File: config.mk
export PLATFORM = sky130hd
export DESIGN_NAME = pll_lock_sequencer
export DESIGN_NICKNAME = d
export VERILOG_FILES = /design/src/rtl/pll_lock_sequencer.sv
export SDC_FILE = /design/constraint.sdc
export NUM_CORES = 1
export LEC_CHECK = 0
export BUFFER_PORTS_ARGS = -buffer_cell sky130_fd_sc_hd__buf_2
export CAP_MARGIN = 20
export CORE_MARGIN = 3
export CORE_UTILIZATION = 55
export CTS_CLUSTER_DIAMETER = 120
export DETAILED_ROUTE_END_ITERATION = 8
export GPL_ROUTABILITY_DRIVEN = 0
export GPL_TIMING_DRIVEN = 0
export PLACE_DENSITY = 0.74
export SYNTH_ARGS = -nofsm -noshare
export SYNTH_HDL_FRONTEND = slang
export SYNTH_SLANG_ARGS = --single-unit
export TNS_END_PERCENT = 10
File: constraint.sdc
create_clock -name refclk -period 4.48 [get_ports refclk]
set_clock_uncertainty 0.1 [all_clocks]
set_input_delay 0.672 -clock refclk [delete_from_list [all_inputs] [get_ports refclk]]
set_output_delay 0.672 -clock refclk [all_outputs]
set_load 0.02 [all_outputs]
File: src/rtl/pll_lock_sequencer.sv
// PLL bring-up sequencer: pulses pll_rst, waits for lock, qualifies it as stable, then
// releases core_rst. Retries on timeout, re-runs on lock loss or on a restart request.
module pll_lock_sequencer #(
    parameter int RST_CYCLES    = 16,
    parameter int LOCK_TIMEOUT  = 742500,
    parameter int STABLE_CYCLES = 4096,
    parameter int MAX_RETRIES   = 3,
    parameter int CNT_W         = 24
) (
    input  logic       refclk,
    input  logic       rst,
    input  logic       pll_locked,
    input  logic       restart_req,
    output logic       pll_rst,
    output logic       core_rst,
    output logic       ready,
    output logic       fail,
    output logic       restart_ack,
    output logic [7:0] relock_count
);

    localparam int RETRY_W = (MAX_RETRIES < 1) ? 1 : $clog2(MAX_RETRIES + 1);

    typedef enum logic [2:0] {
        RESET_PLL,
        WAIT_LOCK,
        STABLE,
        RUN,
        FAILED
    } state_t;

    state_t             state_reg, state_next;
    logic [CNT_W-1:0]   cnt_reg, cnt_next;
    logic [RETRY_W-1:0] retry_reg, retry_next;
    logic [7:0]         relock_next;
    logic               ack_next;
    logic [1:0]         sync_reg;
    logic               lock_s;

    // pll_locked is asynchronous to refclk; nothing but lock_s may feed decisions.
    assign lock_s = sync_reg[1];

    always_ff @(posedge refclk or posedge rst) begin
        if (rst) begin
            state_reg    <= RESET_PLL;
            cnt_reg      <= '0;
            retry_reg    <= '0;
            sync_reg     <= '0;
            pll_rst      <= 1'b1;
            core_rst     <= 1'b1;
            ready        <= 1'b0;
            fail         <= 1'b0;
            restart_ack  <= 1'b0;
            relock_count <= '0;
        end else begin
            state_reg    <= state_next;
            cnt_reg      <= cnt_next;
            retry_reg    <= retry_next;
            sync_reg     <= {sync_reg[0], pll_locked};
            pll_rst      <= (state_next == RESET_PLL) || (state_next == FAILED);
            core_rst     <= (state_next != RUN);
            ready        <= (state_next == RUN);
            fail         <= (state_next == FAILED);
            restart_ack  <= ack_next;
            relock_count <= relock_next;
        end
    end

    always_comb begin
        state_next  = state_reg;
        cnt_next    = cnt_reg + CNT_W'(1);
        retry_next  = retry_reg;
        relock_next = relock_count;
        ack_next    = 1'b0;

        case (state_reg)
            RESET_PLL: begin
                if (cnt_reg == CNT_W'(RST_CYCLES - 1)) begin
                    state_next = WAIT_LOCK;
                    cnt_next   = '0;
                end
            end
            WAIT_LOCK: begin
                // Lock is checked before the timeout so a late lock is never discarded.
                if (lock_s) begin
                    state_next = STABLE;
                    cnt_next   = '0;
                end else if (cnt_reg == CNT_W'(LOCK_TIMEOUT - 1)) begin
                    cnt_next = '0;
                    if (retry_reg == RETRY_W'(MAX_RETRIES)) begin
                        state_next = FAILED;
                    end else begin
                        retry_next = retry_reg + RETRY_W'(1);
                        state_next = RESET_PLL;
                    end
                end
            end
            STABLE: begin
                if (!lock_s) begin
                    state_next = WAIT_LOCK;
                    cnt_next   = '0;
                end else if (cnt_reg == CNT_W'(STABLE_CYCLES - 1)) begin
                    state_next = RUN;
                    cnt_next   = '0;
                    retry_next = '0;
                end
            end
            RUN: begin
                cnt_next = '0;
                if (!lock_s) begin
                    state_next = RESET_PLL;
                    if (relock_count != 8'hFF) begin
                        relock_next = relock_count + 8'd1;
                    end
                end
            end
            FAILED: begin
                cnt_next = '0;
            end
            default: begin
                state_next = RESET_PLL;
                cnt_next   = '0;
            end
        endcase

        // A restart overrides everything, including a lock loss counted in RUN.
        if (restart_req) begin
            state_next  = RESET_PLL;
            cnt_next    = '0;
            retry_next  = '0;
            relock_next = relock_count;
            ack_next    = 1'b1;
        end
    end

endmodule

* Word-level counts from Yosys, hierarchy flattened
Cells that the tools add are included.
** Storage, ports and cells
- Bits in registers :: 44
- Input port bits :: 4
- Output and inout port bits :: 13
- Logic and storage cells :: 62
** Cells by class
- Add/sub/neg operators :: 3
- Equal/unequal tests :: 17
- Multiplexer cells :: 24
- Bitwise operators :: 2
- Reductions and logical operators :: 6
** Operator list (number)
- 2-to-1 mux 24 bit :: 6
- one-hot mux 24 bit (3 select lines) :: 1
- adder 24 x 1 -> 24 bit (second input constant) :: 1
- equality test 24 x 12 -> 1 bit (second input constant) :: 1
- equality test 24 x 20 -> 1 bit (second input constant) :: 1
- equality test 24 x 4 -> 1 bit (second input constant) :: 1
- 2-to-1 mux 3 bit :: 8
- != test 3 bit (second input constant) :: 5
- one-hot mux 3 bit (5 select lines) :: 1
- 2-to-1 mux 2 bit :: 6
- equality test 3 x 2 -> 1 bit (second input constant) :: 3
- adder 8 x 1 -> 8 bit (second input constant) :: 1
- != test 8 bit (second input constant) :: 1
- equality test 3 bit (second input constant) :: 2
- zero test 3 bit :: 2
- AND reduction 6 bit :: 1
- one-hot mux 2 bit (2 select lines) :: 1
- AND reduction 4 bit :: 1
- equality test 3 x 1 -> 1 bit (second input constant) :: 1
- != test 3 x 2 -> 1 bit (second input constant) :: 1
- nonzero test 3 bit :: 1
- adder 2 x 1 -> 2 bit (second input constant) :: 1
- equality test 2 bit (second input constant) :: 1
- inverter 1 bit :: 2
- other kinds (2) :: 2

* Longest topological paths before layout
Gate-level depths: netlist (run 1).
- Depth after elaboration :: 8
- Depth in mapped cells :: 7

* Worst setup path after synthesis (run 1)
No wires, ideal clock.
- Path type :: reg-to-reg
- Start point :: register cnt_reg[20]
- End point :: register cnt_reg[16]
- Library setup time :: 0.119 ns
- Arrival :: 2.048 ns
- Data required time :: 4.261 ns
- Path slack :: 2.213 ns
- Cell stages (with the launch flop) :: 7
- Path buffers :: 1
- Period minus slack after synthesis :: 2.267 ns
- Cell sequence :: dfrtp_1 -> or4_4 -> nor4_4 -> a311oi_1 -> o31ai_4 -> buf_4 -> nor2_1
** Between the ends
- Cells in the longest elaborated chain, start to end :: 5
** RTL lines
- start, declared :: line 33 : logic [CNT_W-1:0] cnt_reg, cnt_next;
- start signal, assigned :: line 57 : cnt_reg <= cnt_next;
- equality test 24 x 12 -> 1 bit / equality test 24 x 20 -> 1 bit (equally long branches) :: line 102, 88
- 2-to-1 mux 24 bit (on tied branches) :: line 102, 88
- 2-to-1 mux 24 bit (on tied branches) :: line 99, 85
- one-hot mux 24 bit (3 select lines) (*) :: line 76 : case (state_reg)
- 2-to-1 mux 24 bit (*) :: line 127 : if (restart_req) begin
- net cnt_next[16] :: line 33
The timed path passes the listed nets; every way through them passes the cells marked *.
A chain may end at the register's enable or synchronous reset.

* Worst setup path after layout (run 1)
- Start point :: register cnt_reg[0]
- End point :: register cnt_reg[9]
** Between the ends
- Cells in the longest elaborated chain, start to end :: 5
** RTL lines
- adder 24 x 1 -> 24 bit (tied with other cells) :: line 71 : cnt_next = cnt_reg + CNT_W'(1);
- 2-to-1 mux 24 bit (on tied branches) :: line 102, 88
- 2-to-1 mux 24 bit (on tied branches) :: line 99, 85
- one-hot mux 24 bit (3 select lines) (*) :: line 76
- 2-to-1 mux 24 bit (*) :: line 127
- net cnt_next[9] :: line 33
Marks and branches as above.

==> out/metrics.csv, run 1 <==
metric;value;unit
status;completed;
M1 WL;1860;µm
Final Setup Violations;0;
WHS;260;ps
number of synthesized register bits;44;
Netlist cell types;36;
register area share after synthesis;0.518;
CTS buffer count;5;
unrepaired setup endpoints after global routing;false;
FF-to-FF path depth;7;
Worst R2R End;cnt_reg[9];
post-DR wirelength/cell;15.0;µm
fin nets;237;
met3 wire length;236;µm
Hold Path Class;reg2reg;
Routed Antenna Nets;0;
number of DRC markers in iteration 0;105;
Die X;68.2;µm
Clk Latency, worst-skew pair;290;ps
Post-Syn Instances;207;
gr usage total;0.212;
cells along the critical path;ha_1 > nand4_1 > nor4_2 > a211oi_1 > o31ai_4 > buf_4 > nor2_1;
syn nets;214;
hold buffer count at CTS;0;
CP max FO;10;
P&R area growth vs syn;10.9;%
I/O Pins;17;
Tcrit/Tclk final;0.583;
drt total wl;4160;µm
layout cells sized above 1;0.147;
slowest stage delay, CP;550;ps
number of flip-flops in the largest register;24;
Core ar.;3520;µm²
via/cell ratio;5.77;
ys async rst share;1.00;
min Tclk post-route;2610;ps
FP Rows;21;
worst slew pin tran;1110;ps
Post-synth EDFFs;0;
top-area cell type share of the netlist area;0.494;
number of fill cells in the layout;296;
TritonRoute pass-1 iters;4;
CTS tree;built;
startpoint types;flop;
Top Metal Used;met4;
wire length on met2;2040;µm
largest net degree at the start of global routing;45;
area of the multi-input gates;970;µm²
die height;68.2;µm
Initial Util;0.605;
CTS H-tree lvls;2;
Synth Flop Type;dfrtp_1;
average size of a mapped cell;10.3;µm²
first-pass GRT wire length;7310;µm
Post-Syn Area;2130;µm²
FF-to-FF setup slack;1870;ps
Finished Layout Cells;277;
postcts setup bufs;0;
CTS sink count;44;
Worst Setup EP;cnt_reg[9];
peak supply drop;0.203;mV
total power per unit cell area;288;nW/µm²
Critical Path AT;2700;ps
Req. time, crit path;4560;ps
clock buffer depth;2;
max-cap viol count;0;
clock root buffer;clkbuf_8;
DRC;0;
initial antenna violation count;0;
Max Fclk;383;MHz
Area contributors post-synth;dfrtp_1 (49%), xor2_1 (7.0%), nor2_1 (6.0%);
antenna cell count;0;
top-count cell post-synth;dfrtp_1;
leading area contributor after synthesis;dfrtp_1;
I/O Buffers;16;
yosys warns;0;
number of global-route vias before repair;1580;
Reg clk slew, reported paths;80;ps
hold path depth;0;
# resized after CTS;0;
Critical Path Sink Type;flop;
CP max-delay cell;nor4_2;
launch point of the worst path;cnt_reg[0];
sequential cell area;1100;µm²
via count;1599;
P_leak;1.05;nW
TNS Setup;0;ps
Remaining Overflow, GRT;0;
crit path kind;reg2reg;
die footprint;4650;µm²
most frequent cells after synthesis;dfrtp_1 (42), nor2_1 (34), xor2_1 (17), nand2_1 (16);
worst r2r src;cnt_reg[0];
placed insts;269;
fin. max-slew vios;0;
Slew headroom;0.247;
post-DP HPWL;3000;µm
final hold vios;0;
[how the worst min path moves through the flow]
stage / from / end / slack [ps]
after floorplan: sync_reg[0] / sync_reg[1] / 230
after global placement: sync_reg[0] / sync_reg[1] / 240
after detailed placement: sync_reg[0] / sync_reg[1] / 240
after CTS: sync_reg[0] / sync_reg[1] / 260
after global routing: sync_reg[0] / sync_reg[1] / 270
final: sync_reg[0] / sync_reg[1] / 260
[through the flow]
stage	total power [mW]	cell area, µm²	setup slack (ps)	utilization
5_1_grt	0.709	2360	1590	0.671
3_5_place_dp	0.437	2270	1870	0.644
2_1_floorplan	0.429	2130	2210	-
3_3_place_gp	0.435	2270	1940	0.644
4_1_cts	0.688	2360	1840	0.671
6_report	0.681	2360	1870	0.671
[cell usage in the layout (no fill, tap or decap), drive strengths merged]
cell,Yosys,routed
nor4b,1,1
nor3b,1,1
ha,3,3
inv,7,7
a211oi,4,4
o41ai,1,1
nor4,6,6
nand3,9,9
dfrtp,42,42
nor4bb,1,1
nand4,12,12
o21ai,3,3
xnor2,12,12
dfstp,2,2
xor2,17,17
or3b,1,1
nor2,34,34
o32ai,1,1
a311oi,1,1
nand2,16,16
buf,2,18
a21oi,3,3
o2111a,1,1
nor3,3,3
o2111ai,1,1
and3,4,4
or3,2,2
o31ai,1,1
clkinvlp,0,1
nor2b,1,1
or4,3,3
nand2b,5,5
clkbuf,4,11
and4,3,3
[worst max-delay path: cells and delay by family (launching register included)]
family                   cells  cell delay (ps)
buffers and inverters        1              240
adder cells (fa/ha/maj)      1              250
AND/OR/NAND/NOR              3              830
AO/OA/AOI/OAI                2              670
flip-flops                   1              400
[where the power goes]
group / internal, mW / switching [mW] / total [mW]
sequential: 0.401 / 0.00349 / 0.404
combinational: 0.00661 / 0.0171 / 0.0237
clock: 0.125 / 0.128 / 0.253
total: 0.532 / 0.148 / 0.681
[cells by family (layout without fill, tap and decap cells)]
group / after synthesis / after routing / share of synthesized area
AND/OR/NAND/NOR: 102 / 102 / 0.259
flip-flops: 44 / 44 / 0.518
XOR/XNOR: 29 / 29 / 0.119
AO/OA/AOI/OAI: 16 / 16 / 0.0599
buffers and inverters: 13 / 37 / 0.0264
adder cells (fa/ha/maj): 3 / 3 / 0.0176
[metal layers]
metal,GRT usage,vias to the layer above
li1,-,767
met1,0.291,783
met2,0.330,45
met3,0.0640,4
met4,0.0546,0
met5,0,-
[area by class of cell]
class | instances | share of cell area
Timing Repair Buffer | 16 | 0.0339
Tap cell | 46 | 0.0244
Multi-Input combinational cell | 150 | 0.411
Buffer | 6 | 0.0127
Clock buffer | 7 | 0.0366
Clock inverter | 1 | 0.00318
Sequential cell | 44 | 0.467
Inverter | 7 | 0.0111
Note: power is estimated with default switching activity, not from simulation.
==> run 2, diff against run 1 <==
Settings changed: ABC_AREA set to 1, CORE_UTILIZATION 55 to 54, PLACE_DENSITY 0.74 to 0.75.
Clock period 4.48 ns to 2.3 ns, I/O delays scaled along.
==> run 2 against run 1 <==
Sequential power up 95%. Synthesized cell count up 67%. Clock-buffer cell count down 1. First-iteration DRC count up 130%. Synthesized area up 21%.
==> out/metrics.csv, run 2 <==
metric;value;unit;change
status;completed;;
I/O Buffers;16;;unchanged
unrepaired setup endpoints after global routing;false;;
Slew headroom;0.405;;+0.158
number of flip-flops in the largest register;24;;unchanged
CTS tree;built;;
Initial Util;0.577;;-0.0274
Post-Syn Instances;345;;+67%
Critical Path AT;2200;ps;-500 ps
number of DRC markers in iteration 0;240;;+130%
leading area contributor after synthesis;dfrtp_1;;
WHS;51.2;ps;-209 ps
fin. max-slew vios;0;;unchanged
top-count cell post-synth;nand2_1;;
commonest cells after routing, fill and taps aside;nand2_1 (78), nor2_1 (62), inv_1 (44), dfrtp_1 (42), nand3_1 (33);;
I/O Pins;17;;unchanged
Hold Path Class;in2reg;;
CTS buffer count;5;;unchanged
gr usage total;0.211;;-0.00121
Max Fclk;474;MHz;+24%
number of global-route vias before repair;2016;;+28%
post-DR wirelength/cell;12.8;µm;-15%
TritonRoute pass-1 iters;4;;unchanged
layout cells sized above 1;0.136;;-0.0117
syn nets;352;;+64%
most frequent cells after synthesis;nand2_1 (78), nor2_1 (62), inv_1 (45), dfrtp_1 (42), nand3_1 (33);;
number of fill cells in the layout;394;;+33%
yosys warns;0;;unchanged
Routed Antenna Nets;0;;unchanged
Tcrit/Tclk final;0.917;;+0.334
CTS sink count;44;;unchanged
post-DP HPWL;4140;µm;+38%
crit path kind;reg2reg;;
ys async rst share;1.00;;unchanged
via/cell ratio;5.24;;-9.1%
Core ar.;4470;µm²;+27%
Clk Latency, worst-skew pair;300;ps;about the same
Post-Syn Area;2580;µm²;+21%
clock root buffer;clkbuf_8;;
Remaining Overflow, GRT;0;;unchanged
DRC;0;;unchanged
FP Rows;24;;+14%
hold buffer count at CTS;0;;unchanged
max-cap viol count;0;;unchanged
Reg clk slew, reported paths;80;ps;about the same
fin util;0.632;;-0.0383
clock buffer depth;2;;unchanged
commonest non-fill, non-tap cell in the layout;nand2_1;;
final hold vios;0;;unchanged
CP max FO;10;;unchanged
peak supply drop;0.258;mV;+27%
antenna cell count;0;;unchanged
top-area cell type share of the netlist area;0.407;;-0.0868
Req. time, crit path;2390;ps;-2170 ps
initial antenna violation count;0;;unchanged
Final Setup Violations;0;;unchanged
startpoint types;flop;;
Die X;75.2;µm;+10%
register area share after synthesis;0.427;;-0.0911
min Tclk post-route;2110;ps;-504 ps
drt total wl;5370;µm;+29%
total power per unit cell area;482;nW/µm²;+67%
P_leak;1.39;nW;+31%
worst slew pin tran;891;ps;-222 ps
via count;2208;;+38%
Critical Path Sink Type;flop;;
fin nets;375;;+58%
TNS Setup;0;ps;unchanged
first-pass GRT wire length;9230;µm;+26%
die height;75.2;µm;+10%
Area contributors post-synth;dfrtp_1 (41%), nand2_1 (11%), nor2_1 (9.0%);;
die footprint;5650;µm²;+21%
Design Power;1.36;mW;+100%
CTS H-tree lvls;2;;unchanged
P&R area growth vs syn;9.49;%;
hold path depth;1;;+1
largest net degree at the start of global routing;45;;unchanged
Netlist cell types;30;;-17%
Post-synth EDFFs;0;;unchanged
number of synthesized register bits;44;;unchanged
average size of a mapped cell;7.49;µm²;-27%
FF-to-FF path depth;11;;+4
Synth Flop Type;dfrtp_1;;
==> run 2: changes by cell type after synthesis, moves of 4 or more <==
cell      change
and3_1        -4
clkbuf_1      -4
inv_1        +38
nand2_1      +62
nand2b_1      -5
nand3_1      +24
nor2_1       +28
nor2_2       +11
nor3_1        +4
xnor2_1       -5
==> run 2: path summary, 6_finish.rpt <==
path | slack (ps) | startpoint | to
worst max-delay path | 190 | cnt_reg[0] | cnt_reg[16]
worst min-delay path | 50 | pll_locked | sync_reg[0]
worst max register to register | 190 | cnt_reg[0] | cnt_reg[16]
worst min register to register | 260 | sync_reg[0] | sync_reg[1]
max in group asynchronous | 1410 | rst | cnt_reg[22]
min in group asynchronous | 140 | rst | sync_reg[1]
==> run 2: per-stage QoR <==
stage,cells,worst slack [ps],cell area [µm²]
floorplan,345,489,2580
global placement,413,192,2730
detailed placement,413,164,2730
CTS,421,140,2830
global route,421,17.2,2830
finish,421,190,2830
==> run 2: where the power goes <==
group / internal (mW) / switching (mW)
clock network: 0.243 / 0.273
logic: 0.0174 / 0.0437
registers: 0.780 / 0.00599
total: 1.04 / 0.323
==> run 2: worst max-delay path, cell delays in order (launching register included) <==
cell and delay [ps]:
dfrtp_1 430, ha_2 300, nand3_2 140, nor2_4 140
nand4_2 110, nor2_2 180, nand2_1 100, nand3_2 120
nand2_4 90, nand2_8 110, buf_12 150, nor2_2 40
==> run 2: layer usage <==
| metal | track usage | routed length (µm) | vias up |
|---|---|---|---|
| met5 | 0 | 0 | - |
| met4 | 0.0602 | 48 | 0 |
| met3 | 0.0427 | 234 | 6 |
| met2 | 0.304 | 2430 | 48 |
| met1 | 0.321 | 2660 | 1025 |
| li1 | - | - | 1129 |
==> run 2: cell type report <==
class | instances | area, µm² | share of cell area
multi-input combinational | 251 | 1280 | 0.451
clock buffer | 6 | 82.6 | 0.0292
timing repair buffer | 16 | 80.1 | 0.0283
clock inverter | 2 | 15.0 | 0.00531
sequential | 44 | 1100 | 0.390
buffer | 3 | 30.0 | 0.0106
tap | 52 | 65.1 | 0.0230
inverter | 47 | 176 | 0.0624
==> run 2: repair_timing <==
| item | in CTS | in global routing |
|---|---|---|
| setup endpoints to repair | 0 | 10 |
| buffers inserted | 0 | 0 |
| resized for setup | 0 | 1 |
==> run 2: cells by family (layout without fill, tap and decap cells) <==
| logic type | after synthesis | after routing | share of synthesized area |
|---|---|---|---|
| buffers and inverters | 50 | 74 | 0.0799 |
| AO/OA/AOI/OAI | 16 | 16 | 0.0349 |
| adder cells (fa/ha/maj) | 3 | 3 | 0.0145 |
| AND/OR/NAND/NOR | 211 | 211 | 0.372 |
| flip-flops | 44 | 44 | 0.427 |
| XOR/XNOR | 21 | 21 | 0.0712 |
